[src/rtl/axi4lite_arb.sv]
// Two-master AXI4-Lite arbiter: round-robin grant, one outstanding transaction
// on the master port, combinational forwarding of the granted requester.
module axi4lite_arb #(
  parameter int ADDR_W = 32
) (
  input  logic              clk_i,
  input  logic              rst_i,
  input  logic              inport0_awvalid_i,
  input  logic [ADDR_W-1:0] inport0_awaddr_i,
  input  logic              inport0_wvalid_i,
  input  logic [31:0]       inport0_wdata_i,
  input  logic [3:0]        inport0_wstrb_i,
  input  logic              inport0_bready_i,
  input  logic              inport0_arvalid_i,
  input  logic [ADDR_W-1:0] inport0_araddr_i,
  input  logic              inport0_rready_i,
  output logic              inport0_awready_o,
  output logic              inport0_wready_o,
  output logic              inport0_bvalid_o,
  output logic [1:0]        inport0_bresp_o,
  output logic              inport0_arready_o,
  output logic              inport0_rvalid_o,
  output logic [31:0]       inport0_rdata_o,
  output logic [1:0]        inport0_rresp_o,
  input  logic              inport1_awvalid_i,
  input  logic [ADDR_W-1:0] inport1_awaddr_i,
  input  logic              inport1_wvalid_i,
  input  logic [31:0]       inport1_wdata_i,
  input  logic [3:0]        inport1_wstrb_i,
  input  logic              inport1_bready_i,
  input  logic              inport1_arvalid_i,
  input  logic [ADDR_W-1:0] inport1_araddr_i,
  input  logic              inport1_rready_i,
  output logic              inport1_awready_o,
  output logic              inport1_wready_o,
  output logic              inport1_bvalid_o,
  output logic [1:0]        inport1_bresp_o,
  output logic              inport1_arready_o,
  output logic              inport1_rvalid_o,
  output logic [31:0]       inport1_rdata_o,
  output logic [1:0]        inport1_rresp_o,
  output logic              outport_awvalid_o,
  output logic [ADDR_W-1:0] outport_awaddr_o,
  output logic              outport_wvalid_o,
  output logic [31:0]       outport_wdata_o,
  output logic [3:0]        outport_wstrb_o,
  output logic              outport_bready_o,
  output logic              outport_arvalid_o,
  output logic [ADDR_W-1:0] outport_araddr_o,
  output logic              outport_rready_o,
  input  logic              outport_awready_i,
  input  logic              outport_wready_i,
  input  logic              outport_bvalid_i,
  input  logic [1:0]        outport_bresp_i,
  input  logic              outport_arready_i,
  input  logic              outport_rvalid_i,
  input  logic [31:0]       outport_rdata_i,
  input  logic [1:0]        outport_rresp_i
);

  typedef enum logic [2:0] {S_IDLE, S_WADDR, S_WRESP, S_READ, S_RRESP} state_t;

  state_t r_state;
  logic   r_grant, r_last, r_aw_done, r_w_done;

  logic w_req0, w_req1, w_pick, w_pick_wr;
  logic w_awvalid, w_wvalid, w_bready, w_arvalid, w_rready;
  logic w_awready, w_wready, w_bvalid, w_arready, w_rvalid;
  logic [1:0]  w_bresp, w_rresp;
  logic [31:0] w_rdata;
  logic w_aw_hs, w_w_hs, w_b_hs, w_ar_hs, w_r_hs;

  // Arbitration: a lone requester wins; on contention the port not served last
  assign w_req0    = inport0_awvalid_i | inport0_arvalid_i;
  assign w_req1    = inport1_awvalid_i | inport1_arvalid_i;
  assign w_pick    = (w_req0 & w_req1) ? ~r_last : w_req1;
  assign w_pick_wr = w_pick ? inport1_awvalid_i : inport0_awvalid_i;

  assign w_awvalid = r_grant ? inport1_awvalid_i : inport0_awvalid_i;
  assign w_wvalid  = r_grant ? inport1_wvalid_i  : inport0_wvalid_i;
  assign w_bready  = r_grant ? inport1_bready_i  : inport0_bready_i;
  assign w_arvalid = r_grant ? inport1_arvalid_i : inport0_arvalid_i;
  assign w_rready  = r_grant ? inport1_rready_i  : inport0_rready_i;

  assign outport_awaddr_o  = r_grant ? inport1_awaddr_i : inport0_awaddr_i;
  assign outport_wdata_o   = r_grant ? inport1_wdata_i  : inport0_wdata_i;
  assign outport_wstrb_o   = r_grant ? inport1_wstrb_i  : inport0_wstrb_i;
  assign outport_araddr_o  = r_grant ? inport1_araddr_i : inport0_araddr_i;

  // Done flags mask a channel once it has handshaken, so AW/W never repeat
  assign outport_awvalid_o = (r_state == S_WADDR) & w_awvalid & ~r_aw_done;
  assign outport_wvalid_o  = (r_state == S_WADDR) & w_wvalid  & ~r_w_done;
  assign outport_bready_o  = (r_state == S_WRESP) & w_bready;
  assign outport_arvalid_o = (r_state == S_READ)  & w_arvalid;
  assign outport_rready_o  = (r_state == S_RRESP) & w_rready;

  assign w_awready = (r_state == S_WADDR) & ~r_aw_done & outport_awready_i;
  assign w_wready  = (r_state == S_WADDR) & ~r_w_done  & outport_wready_i;
  assign w_bvalid  = (r_state == S_WRESP) & outport_bvalid_i;
  assign w_arready = (r_state == S_READ)  & outport_arready_i;
  assign w_rvalid  = (r_state == S_RRESP) & outport_rvalid_i;
  assign w_bresp   = (r_state == S_WRESP) ? outport_bresp_i : 2'b00;
  assign w_rdata   = (r_state == S_RRESP) ? outport_rdata_i : 32'h0;
  assign w_rresp   = (r_state == S_RRESP) ? outport_rresp_i : 2'b00;

  assign inport0_awready_o = ~r_grant & w_awready;
  assign inport0_wready_o  = ~r_grant & w_wready;
  assign inport0_bvalid_o  = ~r_grant & w_bvalid;
  assign inport0_arready_o = ~r_grant & w_arready;
  assign inport0_rvalid_o  = ~r_grant & w_rvalid;
  assign inport0_bresp_o   = r_grant ? 2'b00 : w_bresp;
  assign inport0_rdata_o   = r_grant ? 32'h0 : w_rdata;
  assign inport0_rresp_o   = r_grant ? 2'b00 : w_rresp;
  assign inport1_awready_o = r_grant & w_awready;
  assign inport1_wready_o  = r_grant & w_wready;
  assign inport1_bvalid_o  = r_grant & w_bvalid;
  assign inport1_arready_o = r_grant & w_arready;
  assign inport1_rvalid_o  = r_grant & w_rvalid;
  assign inport1_bresp_o   = r_grant ? w_bresp : 2'b00;
  assign inport1_rdata_o   = r_grant ? w_rdata : 32'h0;
  assign inport1_rresp_o   = r_grant ? w_rresp : 2'b00;

  assign w_aw_hs = outport_awvalid_o & outport_awready_i;
  assign w_w_hs  = outport_wvalid_o  & outport_wready_i;
  assign w_b_hs  = outport_bready_o  & outport_bvalid_i;
  assign w_ar_hs = outport_arvalid_o & outport_arready_i;
  assign w_r_hs  = outport_rready_o  & outport_rvalid_i;

  always_ff @(posedge clk_i or negedge rst_i) begin
    if (!rst_i) begin
      r_state   <= S_IDLE;
      r_grant   <= 1'b0;
      r_last    <= 1'b1;
      r_aw_done <= 1'b0;
      r_w_done  <= 1'b0;
    end else begin
      unique case (r_state)
        S_IDLE: if (w_req0 | w_req1) begin
          r_grant   <= w_pick;
          r_last    <= w_pick;
          r_aw_done <= 1'b0;
          r_w_done  <= 1'b0;
          r_state   <= w_pick_wr ? S_WADDR : S_READ;
        end
        S_WADDR: begin
          if (w_aw_hs) r_aw_done <= 1'b1;
          if (w_w_hs)  r_w_done  <= 1'b1;
          if ((r_aw_done | w_aw_hs) & (r_w_done | w_w_hs)) r_state <= S_WRESP;
        end
        S_WRESP: if (w_b_hs)  r_state <= S_IDLE;
        S_READ:  if (w_ar_hs) r_state <= S_RRESP;
        S_RRESP: if (w_r_hs)  r_state <= S_IDLE;
        default: r_state <= S_IDLE;
      endcase
    end
  end

endmodule

[config.mk]
export PLATFORM = sky130hd
export DESIGN_NAME = axi4lite_arb
export DESIGN_NICKNAME = d
export VERILOG_FILES = /design/src/rtl/axi4lite_arb.sv
export SDC_FILE = /design/constraint.sdc
export NUM_CORES = 1
export LEC_CHECK = 0
export BUFFER_PORTS_ARGS = -buffer_cell sky130_fd_sc_hd__buf_2
export CAP_MARGIN = 5
export CORE_AREA = 2 2 172 174
export DETAILED_ROUTE_END_ITERATION = 7
export DIE_AREA = 0 0 174 176
export GPL_TIMING_DRIVEN = 0
export SETUP_SLACK_MARGIN = 0.1
export SYNTH_ARGS = -nofsm -noshare
export SYNTH_HDL_FRONTEND = slang
export SYNTH_SLANG_ARGS = --single-unit
export TNS_END_PERCENT = 1
[constraint.sdc]
create_clock -name clk_i -period 2 [get_ports clk_i]
set_input_delay 0.4 -clock clk_i [delete_from_list [all_inputs] [get_ports clk_i]]
set_output_delay 0.4 -clock clk_i [all_outputs]
set_load 0.02 [all_outputs]
==> metrics <==
Worst Setup EP=outport_awaddr_o[21]; CTS tree=done; initial antenna violation count=2; Synth area leaders=mux2_2, and2_1, dfrtp_1; final setup skew=approximately 0.0023 ns; Wirelength per Cell=~15 um; Port Buf Inserts=about 440; Core Region=0.0285 sq mm; Final Power=~6.3 mW; Die X-Extent=roughly 170 um; P_leak=3.33 nW; Gate power share=0.899; number of diodes=0; power per cell area=~1000 mW/mm^2; Root Buffer=clkbuf_16; Slew @ Worst Pin=0.429 ns; total grt overflow=0; setup TNS=-1.29 ns; Clk pwr share=0.055; CTS Sinks=7; Final GP Congestion=around 0.76; Worst-Skew Late Latency=0.23 ns; crit-path cells=buf_8 -> buf_12 -> buf_16 -> buf_12 -> mux2_4 -> buf_6; Syn Area/Cell=roughly 8.6 sq um; flops & latches, synth=7; syn_nets=approximately 520; Worst EP arrival=about 1.7 ns; share of layout cells above drive strength 1=0.836; synthesized instance count=roughly 270; Final Hold Vio Count=0; most common cell in the netlist=mux2_2; number of max-cap violations=0; Sw Pwr=between 2 and 3 mW; sequential share of power=0.045; R2R Path Start=r_grant$_DFFE_PN0P_; Starting Density=0.0819; most common library cells after synthesis=mux2_2, and2_1, buf_2, nor2_1; Cell Int Power=3.29 mW; pre-CTS setup slack=-0.347 ns; first-pass GRT wire length=about 23000 um; Mapped Area=roughly 0.0023 sq mm; Final Instance Area=about 0.0061 sq mm; Via density=~3.5; sequential cell area fraction in the yosys report=0.0755; Routed Wire Length=about 17000 um; detailed-route via count=between 3000 and 4000; fraction of registers with async set/reset=1.00; Post-synth top flop=dfrtp_1; crit end category=output pin; Post-synth EDFFs=0; Final Setup Violations=63; Slowest-stage cell, CP=dfrtp_1; pin count of the biggest net entering global routing=11; failing checks=setup timing; Distinct cells, synth=36; CP Max Fanout=10; Critical path origin=r_grant$_DFFE_PN0P_; area leader, netlist=mux2_2; Crit path largest cell delay=approximately 0.37 ns; Slew headroom=0.714; die footprint=between 0.03 and 0.04 sq mm; Num CTS Buffers=3; # IOs=440; number of synthesis warnings=0; CTS clock-pin slew for the worst setup and hold paths=around 0.040 ns; path type of the worst min-delay path=in -> reg; Peak VDD IR=around 0.00069 V; worst reg2reg path endpoint=r_state[2]$_DFFE_PN0P_; buffer depth of the longest clock path=2; top-area cell type share of the netlist area=0.491; Switching Share=0.475; row count=62; Worst Setup Path Type=reg -> out; Final min period=approximately 2.1 ns; fmax=between 400 and 500 MHz; Post-Layout Cell Count=1111; Final period util=1.03; vias in the first global route=between 3000 and 4000; # DRC=0; H-tree depth=1; GRT Util Overall=0.0988; chip height=~180 um; Routed Antenna Nets=0; pins over their slew limit=0; R2R cell count=6; Critical Path RT=approximately 1.6 ns; 1st-iter DRT viols=about 130; post-layout worst setup margin=-0.0577 ns; DP HPWL=13700 um; RSZ-0062 raised after global routing=yes; P&R area growth vs syn=162%; placed cell area=about 0.005 sq mm; TritonRoute pass-1 iters=4; fin nets=981; R2R Setup Slk=between 0.4 and 0.5 ns; status=complete, but fails checks; Most Frequent Cell on Critical Path=buf_12; Startpoint Class=flop; placed insts=about 1100
flip-flops by register name, summed over array words and instances, names as in the netlist:
name and flops:
r_state 3, r_aw_done 1, r_grant 1, r_last 1, r_w_done 1
worst max-delay path: cells and delay by family, from the launching register on:
family	cells	cell delay, ns
buffers and inverters	5	0.71
DFF	1	0.37
muxes	1	0.33
stage by stage:
step,utilization,hold slack (ns)
2_1_floorplan,-,0.104
3_3_place_gp,0.176,0.244
3_5_place_dp,0.176,0.244
4_1_cts,0.211,0.463
5_1_grt,0.214,0.488
6_report,0.214,0.467
cell type report:
cell class / instances / area (sq um)
Tap cell: 384 / 480
Sequential cell: 7 / 178
Clock buffer: 4 / 78.8
Timing Repair Buffer: 452 / 2810
Inverter: 6 / 26.3
Multi-Input combinational cell: 236 / 2250
Buffer: 22 / 298
Fill cell: 3138 / 22400
logic make-up after synthesis:
group,count (synthesis),synth area share
mux,106,0.509
flops,7,0.0755
simple gates,117,0.301
buf+inv,28,0.0723
compound gates,13,0.0428
routing by layer:
metal | up-vias | routed length [um] | GRT usage
met1 | 1775 | 7410 | 0.133
met4 | 2 | 113 | 0.00805
met2 | 203 | 8470 | 0.172
met5 | - | 12 | 0
met3 | 10 | 1130 | 0.0155
li1 | 1860 | - | -
placed cells by master (no fill, tap or decap), types with 4 or more instances in the layout:
| cell type | n |
|---|---|
| and2_1 | 62 |
| mux2_4 | 41 |
| and2_4 | 14 |
| buf_8 | 6 |
| nor2b_1 | 4 |
| inv_1 | 5 |
| nor2_1 | 7 |
| buf_4 | 52 |
| dfrtp_1 | 5 |
| nand3_1 | 5 |
| mux2_2 | 61 |
| buf_2 | 339 |
| buf_6 | 66 |
| buf_12 | 6 |
power groups by stage:
stage               Clock, mW  Combinational [mW]  Sequential (mW)
CTS                     0.351                5.48            0.277
global placement            0                4.26            0.279
global route            0.360                5.90            0.295
detailed placement          0                4.28            0.280
finish                  0.346                5.63            0.284
floorplan                   0                2.85            0.261
worst min path at each step:
stage | startpoint | to | slack [ns] | cells past startpoint
floorplan | rst_i | r_aw_done$_DFFE_PN0P_ | 0.10 | 0
global placement | rst_i | r_aw_done$_DFFE_PN0P_ | 0.24 | 1
detailed placement | rst_i | r_aw_done$_DFFE_PN0P_ | 0.24 | 1
CTS | outport_arready_i | r_state[2]$_DFFE_PN0P_ | 0.46 | 3
global route | outport_arready_i | r_state[2]$_DFFE_PN0P_ | 0.49 | 3
finish | outport_arready_i | r_state[2]$_DFFE_PN0P_ | 0.47 | 3
repair_timing:
item / in CTS / in global routing
endpoints found under the hold margin: 3 / 0
setup buffers: 8 / 1
pin swaps: 12 / 6
hold buffers: 1 / 0
gates cloned: 3 / 0
gates resized for setup: 249 / 30
endpoints found under the setup margin: 180 / 183
No activity file was read; power rests on OpenSTA's default activity.
